**src/rtl/sram_arb_pkg.sv**
```systemverilog
// Shared types and constants for the two-port SRAM access arbiter.
package sram_arb_pkg;

    typedef enum logic [1:0] {
        S_IDLE = 2'd0,
        S_RD   = 2'd1,
        S_WR   = 2'd2
    } arb_state_e;

    typedef enum logic {
        P_CAP  = 1'b0,
        P_PROC = 1'b1
    } port_id_e;

    // Read-return tag carried alongside an issued read
    typedef struct packed {
        logic     valid;
        port_id_e port;
    } rd_tag_t;

    localparam logic SRAM_WE_N_IDLE = 1'b1;
    localparam logic SRAM_OE_N_IDLE = 1'b1;
    localparam logic SRAM_SEL_N_ON  = 1'b0;

endpackage

```
**src/rtl/sram_rd_tag_pipe.sv**
```systemverilog
// Two-stage read-return pipeline: tags follow each read, SRAM data is steered
// to the issuing port only and the other port's data is left untouched.
module sram_rd_tag_pipe
    import sram_arb_pkg::*;
#(
    parameter int unsigned DATA_W = 16
) (
    input  logic              clk_i,
    input  logic              rst_i,
    input  rd_tag_t           tag_i,
    input  logic [DATA_W-1:0] sram_data_i,
    output logic [DATA_W-1:0] p0_rdata_o,
    output logic [DATA_W-1:0] p1_rdata_o,
    output logic              p0_rvalid_o,
    output logic              p1_rvalid_o
);

    rd_tag_t           tag_s1_q;
    logic              p0_rvalid_q, p0_rvalid_d;
    logic              p1_rvalid_q, p1_rvalid_d;
    logic [DATA_W-1:0] p0_rdata_q, p0_rdata_d;
    logic [DATA_W-1:0] p1_rdata_q, p1_rdata_d;

    // Stage 2 decodes the stage-1 tag while the SRAM drives its data
    always_comb begin
        p0_rvalid_d = tag_s1_q.valid && (tag_s1_q.port == P_CAP);
        p1_rvalid_d = tag_s1_q.valid && (tag_s1_q.port == P_PROC);
        p0_rdata_d  = p0_rvalid_d ? sram_data_i : p0_rdata_q;
        p1_rdata_d  = p1_rvalid_d ? sram_data_i : p1_rdata_q;
    end

    always_ff @(posedge clk_i) begin
        if (rst_i) begin
            tag_s1_q    <= '0;
            p0_rvalid_q <= 1'b0;
            p1_rvalid_q <= 1'b0;
            p0_rdata_q  <= '0;
            p1_rdata_q  <= '0;
        end else begin
            tag_s1_q    <= tag_i;
            p0_rvalid_q <= p0_rvalid_d;
            p1_rvalid_q <= p1_rvalid_d;
            p0_rdata_q  <= p0_rdata_d;
            p1_rdata_q  <= p1_rdata_d;
        end
    end

    assign p0_rdata_o  = p0_rdata_q;
    assign p1_rdata_o  = p1_rdata_q;
    assign p0_rvalid_o = p0_rvalid_q;
    assign p1_rvalid_o = p1_rvalid_q;

endmodule

```
**src/rtl/sram_access_arbiter.sv**
```systemverilog
// Shares one SRAM between the capture path (port 0) and the processing path
// (port 1): one access per cycle, turnaround bubble, bounded port-1 starvation.
module sram_access_arbiter
    import sram_arb_pkg::*;
#(
    parameter int unsigned ADDR_W     = 20,
    parameter int unsigned DATA_W     = 16,
    parameter int unsigned MAX_P0_RUN = 8
) (
    input  logic              iCLK,
    input  logic              iRST,
    input  logic              iP0_Req,
    input  logic              iP0_We,
    input  logic [ADDR_W-1:0] iP0_Addr,
    input  logic [DATA_W-1:0] iP0_WData,
    input  logic              iP1_Req,
    input  logic              iP1_We,
    input  logic [ADDR_W-1:0] iP1_Addr,
    input  logic [DATA_W-1:0] iP1_WData,
    output logic              oP0_Gnt,
    output logic              oP1_Gnt,
    output logic [DATA_W-1:0] oP0_RData,
    output logic [DATA_W-1:0] oP1_RData,
    output logic              oP0_RValid,
    output logic              oP1_RValid,
    output logic [ADDR_W-1:0] oSRAM_Addr,
    output logic [DATA_W-1:0] oSRAM_Out,
    input  logic [DATA_W-1:0] iSRAM_In,
    output logic              oSRAM_CE_N,
    output logic              oSRAM_UB_N,
    output logic              oSRAM_LB_N,
    output logic              oSRAM_OE_N,
    output logic              oSRAM_WE_N,
    output logic [1:0]        oState
);

    localparam int unsigned    RUN_W   = $clog2(MAX_P0_RUN + 1);
    localparam logic [RUN_W-1:0] RUN_MAX = RUN_W'(MAX_P0_RUN);

    arb_state_e        state_q, state_d;
    logic [RUN_W-1:0]  run_cnt_q, run_cnt_d;
    logic [ADDR_W-1:0] addr_q, addr_d;
    logic [DATA_W-1:0] wdata_q, wdata_d;
    logic              we_n_q, we_n_d;
    logic              oe_n_q, oe_n_d;

    logic              p1_forced;
    logic              win_valid;
    port_id_e          win_port;
    logic              win_we;
    logic              conflict;
    logic              p0_gnt, p1_gnt;
    rd_tag_t           tag_d;

    // Winner selection, direction check, next bus cycle and starvation count
    always_comb begin
        state_d   = S_IDLE;
        run_cnt_d = run_cnt_q;
        addr_d    = addr_q;
        wdata_d   = '0;
        we_n_d    = SRAM_WE_N_IDLE;
        oe_n_d    = SRAM_OE_N_IDLE;
        p0_gnt    = 1'b0;
        p1_gnt    = 1'b0;
        tag_d     = '0;

        p1_forced = iP1_Req && (run_cnt_q == RUN_MAX);
        win_valid = iP0_Req || iP1_Req;
        win_port  = (iP0_Req && !p1_forced) ? P_CAP : P_PROC;
        win_we    = (win_port == P_CAP) ? iP0_We : iP1_We;
        conflict  = ((state_q == S_RD) && win_we) || ((state_q == S_WR) && !win_we);

        // A conflicting winner gets a bubble; the loser never takes its slot
        if (!iRST && win_valid && !conflict) begin
            p0_gnt     = (win_port == P_CAP);
            p1_gnt     = (win_port == P_PROC);
            state_d    = win_we ? S_WR : S_RD;
            addr_d     = (win_port == P_CAP) ? iP0_Addr : iP1_Addr;
            wdata_d    = !win_we ? '0 : ((win_port == P_CAP) ? iP0_WData : iP1_WData);
            we_n_d     = !win_we;
            oe_n_d     = win_we;
            tag_d.valid = !win_we;
            tag_d.port  = win_port;
        end

        // Count holds through a bubble so a forced port-1 win persists
        if (!iP1_Req || p1_gnt) begin
            run_cnt_d = '0;
        end else if (p0_gnt && (run_cnt_q != RUN_MAX)) begin
            run_cnt_d = run_cnt_q + RUN_W'(1);
        end
    end

    always_ff @(posedge iCLK) begin
        if (iRST) begin
            state_q   <= S_IDLE;
            run_cnt_q <= '0;
            addr_q    <= '0;
            wdata_q   <= '0;
            we_n_q    <= SRAM_WE_N_IDLE;
            oe_n_q    <= SRAM_OE_N_IDLE;
        end else begin
            state_q   <= state_d;
            run_cnt_q <= run_cnt_d;
            addr_q    <= addr_d;
            wdata_q   <= wdata_d;
            we_n_q    <= we_n_d;
            oe_n_q    <= oe_n_d;
        end
    end

    sram_rd_tag_pipe #(
        .DATA_W (DATA_W)
    ) u_rd_tag_pipe (
        .clk_i       (iCLK),
        .rst_i       (iRST),
        .tag_i       (tag_d),
        .sram_data_i (iSRAM_In),
        .p0_rdata_o  (oP0_RData),
        .p1_rdata_o  (oP1_RData),
        .p0_rvalid_o (oP0_RValid),
        .p1_rvalid_o (oP1_RValid)
    );

    assign oP0_Gnt    = p0_gnt;
    assign oP1_Gnt    = p1_gnt;
    assign oSRAM_Addr = addr_q;
    assign oSRAM_Out  = wdata_q;
    assign oSRAM_WE_N = we_n_q;
    assign oSRAM_OE_N = oe_n_q;
    assign oSRAM_CE_N = SRAM_SEL_N_ON;
    assign oSRAM_UB_N = SRAM_SEL_N_ON;
    assign oSRAM_LB_N = SRAM_SEL_N_ON;
    assign oState     = state_q;

endmodule

```
**config.mk**
```make
export PLATFORM = sky130hd
export DESIGN_NAME = sram_access_arbiter
export DESIGN_NICKNAME = d
export VERILOG_FILES = /design/src/rtl/sram_arb_pkg.sv /design/src/rtl/sram_rd_tag_pipe.sv /design/src/rtl/sram_access_arbiter.sv
export SDC_FILE = /design/constraint.sdc
export NUM_CORES = 1
export LEC_CHECK = 0
export CAP_MARGIN = 5
export CORE_ASPECT_RATIO = 0.6
export CORE_MARGIN = 5
export CORE_UTILIZATION = 47
export CTS_BUF_LIST = sky130_fd_sc_hd__clkbuf_8 sky130_fd_sc_hd__clkbuf_16
export DETAILED_ROUTE_END_ITERATION = 8
export DONT_BUFFER_PORTS = 1
export PLACE_DENSITY = 0.72
export SLEW_MARGIN = 10
export SYNTH_ARGS = -nofsm -noshare
export SYNTH_HDL_FRONTEND = slang
export SYNTH_SLANG_ARGS = --single-unit
```
**constraint.sdc**
```tcl
create_clock -name iCLK -period 2 [get_ports iCLK]
set_input_delay 0.2 -clock iCLK [delete_from_list [all_inputs] [get_ports iCLK]]
set_output_delay 0.2 -clock iCLK [all_outputs]
set_load 0.005 [all_outputs]
```
======== Yosys cells after proc, flatten, opt, wreduce, memory -nomap -nowiden ========
Index checks and enable logic that the tools add are counted.
storage, ports and cells
  register bits after elaboration ......... 80
  input port bits ......................... 94
  logic and storage cells ................. 47
  output and inout port bits .............. 79
operators by class
  bitwise logic cells ..................... 3
  eq/ne operators ......................... 4
  multiplexer cells ....................... 7
  $add $sub $neg .......................... 1
  reductions and logical operators ........ 20
operators with widths
  cell                                                  number
  2-to-1 mux 20 bit                                     1
  2-to-1 mux 16 bit                                     1
  logical AND 1 bit                                     9
  logical NOT 1 bit                                     5
  adder 4 x 1 -> 4 bit (second input constant)          1
  equality test 4 bit (second input constant)           1
  2-to-1 mux 1 bit                                      4
  != test 4 bit (second input constant)                 1
  OR reduction 2 bit                                    2
  logical OR 1 bit                                      3
  inverter 1 bit                                        3
  OR reduction 3 bit                                    1
  equality test 2 x 1 -> 1 bit (second input constant)  1
  equality test 2 bit (second input constant)           1
  2-to-1 mux 2 bit                                      1

======== Depth between registers and ports, before layout ========
  word-level depth ........................ 13
  mapped depth ............................ 10
  depth with buffers taken out ............ 8

======== Cells and area by module ========
Synthesis repeated with hierarchy kept, for this count alone.
second synthesis, totals
  cells, all modules ...................... 371
  area total of the unflattened synthesis .. 3522.1 µm²
modules (own cells, without submodules)
  module               area an instance (µm²)  times used  cells each  seq. area each (µm²)
  sram_access_arbiter  2073.2                  1           238         880.8
  sram_rd_tag_pipe     1448.9                  1           133         720.7

======== Worst setup path before layout ========
Ideal clock, no wire load.
  path kind ............................... register -> register
  start ................................... register run_cnt_q[0]
  end ..................................... register addr_q[11] (netlist: oSRAM_Addr[11])
  clock period less this slack ............ 1.783 ns
  required time ........................... 1.854 ns
  path slack .............................. 0.217 ns
  data arrival time ....................... 1.637 ns
  setup time .............................. 0.146 ns
  stages on the path, launching flop included .. 10
  path buffers ............................ 2
  path through ............................ dfxtp_1 > inv_1 > ha_1 > nand4b_4 > a21bo_1 > and4b_1 > clkbuf_2 > buf_2 > nor3_1 > a211oi_2
between the ends
  word-level cells in the longest chain between the ends .. 10
  elaborated cells between the ends (all ways) .. 12
  classes of those cells .................. eq/ne: 1; mux: 2; reduce/logical: 9
ends and longest elaborated chain
  item                      RTL line                    source
  start: declaration        sram_access_arbiter.sv:41   logic [RUN_W-1:0] run_cnt_q, run_cnt_d;
  start signal: assignment  sram_access_arbiter.sv:104  run_cnt_q <= run_cnt_d;
  equality test 4 bit (*)   sram_access_arbiter.sv:67   p1_forced = iP1_Req && (run_cnt_q == RUN_MAX);
  logical AND 1 bit (*)     sram_access_arbiter.sv:67
  logical NOT 1 bit (*)     sram_access_arbiter.sv:69   win_port = (iP0_Req && !p1_forced) ? P_CAP : P_PROC;
  logical AND 1 bit (*)     sram_access_arbiter.sv:69
  2-to-1 mux 1 bit          sram_access_arbiter.sv:70   win_we = (win_port == P_CAP) ? iP0_We : iP1_We;
  logical NOT 1 bit         sram_access_arbiter.sv:71   conflict = ((state_q == S_RD) && win_we) || ((state_q == S_WR) && !win_we);
  logical AND 1 bit         sram_access_arbiter.sv:71
  logical OR 1 bit          sram_access_arbiter.sv:71
  logical NOT 1 bit         sram_access_arbiter.sv:74   if (!iRST && win_valid && !conflict) begin
  logical AND 1 bit         sram_access_arbiter.sv:74
  end signal: assignment    sram_access_arbiter.sv:105  addr_q <= addr_d;
  end: declaration          sram_access_arbiter.sv:42   logic [ADDR_W-1:0] addr_q, addr_d;
Every way passes the cells marked *; elsewhere a longest branch is shown, timed or not.
A chain may end at the register's enable or synchronous reset.

======== Final worst setup path ========
  start ................................... register run_cnt_q[0]
  end ..................................... output port oP0_Gnt
between the ends
  word-level cells in the longest chain between the ends .. 11
  elaborated cells between the ends (all ways) .. 12
  classes of those cells .................. eq/ne: 1; mux: 2; reduce/logical: 9
ends and longest elaborated chain
  item                     RTL line                   source
  equality test 4 bit (*)  sram_access_arbiter.sv:67
  logical AND 1 bit (*)    sram_access_arbiter.sv:67
  logical NOT 1 bit (*)    sram_access_arbiter.sv:69
  logical AND 1 bit (*)    sram_access_arbiter.sv:69
  2-to-1 mux 1 bit         sram_access_arbiter.sv:70
  logical NOT 1 bit        sram_access_arbiter.sv:71
  logical AND 1 bit        sram_access_arbiter.sv:71
  logical OR 1 bit         sram_access_arbiter.sv:71
  logical NOT 1 bit        sram_access_arbiter.sv:74
  logical AND 1 bit        sram_access_arbiter.sv:74
  2-to-1 mux 1 bit (*)     sram_access_arbiter.sv:74
  end: declaration         sram_access_arbiter.sv:20  output logic oP0_Gnt,
Marks and branches as above.

==> results.yml <==
final_layout:
  mostFrequentLayoutCells: "nand2_1, dfxtp_1, a21oi_1"
  layout_commonest_cell: "nand2_1"
  nFillCells: 574
  final_cell_area_um2: 3830
  area_delta_synth_final_pct: 18.6
  stdcell_count: 468
  layout.nets: 472
  layout-drive-gt1-share_pct: 15.2
  diodes: 0
cts:
  cts.clk_slew.worst_paths_ns: 0.06
  postCtsSetupBuffers: 0
  cts.sinks: 79
  clk_path_buf_depth: 2
  clock_latency_ns: 0.33
  htreeDepth: 3
  clk_root_buffer_cell: "clkbuf_16"
  cts_buffers: 9
  cts_tree: "built"
pwr:
  p_int_w: 0.00270
  p_sw_w: 0.000960
  p_clk_share_pct: 41.7
  power_frac_comb_pct: 10.9
  ir_worst_vdd_mv: 0.414
  power.density_nw_per_um2: 953
  power_frac_seq_pct: 47.4
  p_leak_nw: 1.43
  total_power_w: 0.00365
  sw_frac_of_total_pct: 26.3
setup_path:
  cp.required_ns: 1.80
  worst_r2r_endpoint: "oSRAM_Addr[9]"
  cp-end-kind: "output pin"
  r2r-start: "run_cnt_q[0]"
  rr_worst_depth: 8
  cp.arrival_ns: 1.66
  cp-start-kind: "register"
  r2r_slack_ns: 0.14
  critPathMaxFanout: 18
  critical_path_class: "register to output pin"
sta:
  fin_crit_sh_pct: 93.2
  period_needed_ns: 1.86
  timing.fmax_ghz: 0.537
  setup_violations: 0
  rsz0062_at_grt: "no"
  setup_slack_ns: 0.136
  hold_viol: 0
  finalMaxSlewViolations: 0
  skew_ns: 0.00901
  worstMarginPinSlew_ns: 0.675
  relSlewSlack_pct: 55.0
  fin_setup_tns_ns: 0
global_route:
  antenna_found_initial: 0
  grt_use_total_pct: 18.5
  grt-ovfl-total: 0
  grt_pass1_wl_um: 12400
  grt_start_max_net_pins: 55
  grt_pass1_vias: 2464
synth:
  synthDistinctLibCells: 34
  synth_area_um2: 3230
  synth_edf_count: 0
  ys_async_sr_fraction_pct: 0
  ys_ff_latch: 79
  netlist_instances: 363
  yosysSeqAreaShare_pct: 48.9
  yosysWarningCount: 0
  syn_avg_cell_area_um2: 8.91
  synth_ff_type: "dfxtp_1"
place:
  hpwl_um: 5750
  dpl_cell_area_um2: 3250
  port_buffers: 0
  pre_cts_ws_ns: 0.0725
  place_inst: 427
  gp_congestion: 0.802
routing:
  finalWirelength_um: 8390
  wl_per_cell_um: 17.9
  dr_total_vias: 2601
  drc: 0
  firstDrtPassIters: 4
  drt_iter0_drc: 104
  ant_nets: 0
  via_per_inst: 5.56
run:
  maxCapViolations: 0
floorplanning:
  die_h_um: 74.2
  num_rows: 23
  dieArea_um2: 8690
  num_io_pins: 173
  die_w_um: 117
  initial_core_util_pct: 48.4
  core_area_um2: 6680
min_path:
  hp-class: "primary input to register"
  hold_depth: 2
  worstHoldStart: "iSRAM_In[1]"
  hold_end: "u_rd_tag_pipe.p1_rdata_o[1]"
outcome:
  status: "finished, final reports clean"
## critical path: stages (launching register included)
cell and delay (ns):
dfxtp_1 0.39, inv_1 0.06, ha_1 0.23, nand4b_4 0.13
nand2_2 0.12, buf_4 0.22, nor2_1 0.19
## how the worst max path moves through the flow
stage                       from              to  slack [ns]  depth (start not counted)
CTS                 run_cnt_q[0]  oSRAM_Addr[12]        0.07                          8
finish              run_cnt_q[0]         oP0_Gnt        0.14                          6
floorplan           run_cnt_q[0]  oSRAM_Addr[11]        0.22                          9
global route        run_cnt_q[1]   oSRAM_Addr[0]        0.01                          8
global placement    run_cnt_q[0]  oSRAM_Addr[16]        0.13                          7
detailed placement  run_cnt_q[0]  oSRAM_Addr[12]        0.07                          8
## cell type report
| type | instances | area [µm²] | area share (%) |
|---|---|---|---|
| flip-flops and latches | 79 | 1580 | 41.3 |
| multi-input cells | 251 | 1510 | 39.3 |
| repair buffers | 31 | 335 | 8.75 |
| clock buffers | 9 | 225 | 5.87 |
| well taps | 87 | 109 | 2.84 |
| clock inverters | 7 | 55.1 | 1.44 |
| inverters | 4 | 20.0 | 0.522 |
## Yosys cell counts (2+ instances only)
cell type / number / area [µm²]
nor3_2: 3 / 30.0
dfxtp_1: 79 / 1580
buf_2: 4 / 20.0
ha_1: 2 / 25.0
inv_1: 3 / 11.3
mux2i_1: 21 / 210
xnor2_1: 3 / 26.3
nand2_1: 100 / 375
nor2b_1: 2 / 12.5
nand3_1: 3 / 15.0
nor2_1: 10 / 37.5
a21oi_1: 48 / 240
clkbuf_1: 16 / 60.1
and2_1: 2 / 12.5
nand2b_1: 2 / 12.5
buf_4: 5 / 37.5
a211oi_2: 20 / 250
buf_1: 2 / 7.51
nor3_1: 20 / 100
buf_6: 4 / 45.0
## cell families after synthesis
kind of cell             count (synthesis)  share of synthesized area, %
AO/OA/AOI/OAI                           73                          16.4
XOR/XNOR                                 3                         0.813
adder cells (fa/ha/maj)                  2                         0.774
buffers and inverters                   36                          5.88
flip-flops                              79                          48.9
multiplexers                            21                          6.50
other                                    1                         0.116
AND/OR/NAND/NOR                        148                          20.5
## layer usage
layer | vias to the layer above | GRT usage [%] | share of wire (%)
met4 | 0 | 5.73 | 1.0
li1 | 1252 | - | -
met1 | 1210 | 21.0 | 41
met2 | 130 | 31.9 | 48
met3 | 9 | 7.97 | 11
met5 | - | 0 | 0
## per-stage QoR
stage | utilization (%) | hold slack [ns]
2_1_floorplan | - | 0.335
3_3_place_gp | 48.7 | 0.271
3_5_place_dp | 48.7 | 0.271
4_1_cts | 56.7 | 0.000919
5_1_grt | 57.4 | 0.00505
6_report | 57.4 | 0.0119
## power by group through the flow
stage,clock network (W),registers (W),logic [W]
after floorplan,0,0.00174,0.000301
after global placement,0,0.00177,0.000309
after detailed placement,0,0.00177,0.000321
after CTS,0.00157,0.00173,0.000383
after global routing,0.00165,0.00174,0.000441
final,0.00152,0.00173,0.000400
## flip-flops by register name, indices dropped and copies added (netlist names)
register	count
oSRAM_OE_N	1
u_rd_tag_pipe.p1_rdata_o	16
oSRAM_Out	16
u_rd_tag_pipe.p1_rvalid_o	1
oSRAM_Addr	20
u_rd_tag_pipe.p0_rdata_o	16
oSRAM_WE_N	1
u_rd_tag_pipe.tag_s1_q	1
oState	2
run_cnt_q	4
u_rd_tag_pipe.p0_rvalid_o	1
## what timing repair did
item	CTS	global route
gates resized for setup	0	11
endpoints found under the hold margin	63	1
hold buffers	23	1
endpoints found under the setup margin	0	20
Power figures use the tool's default switching activity.
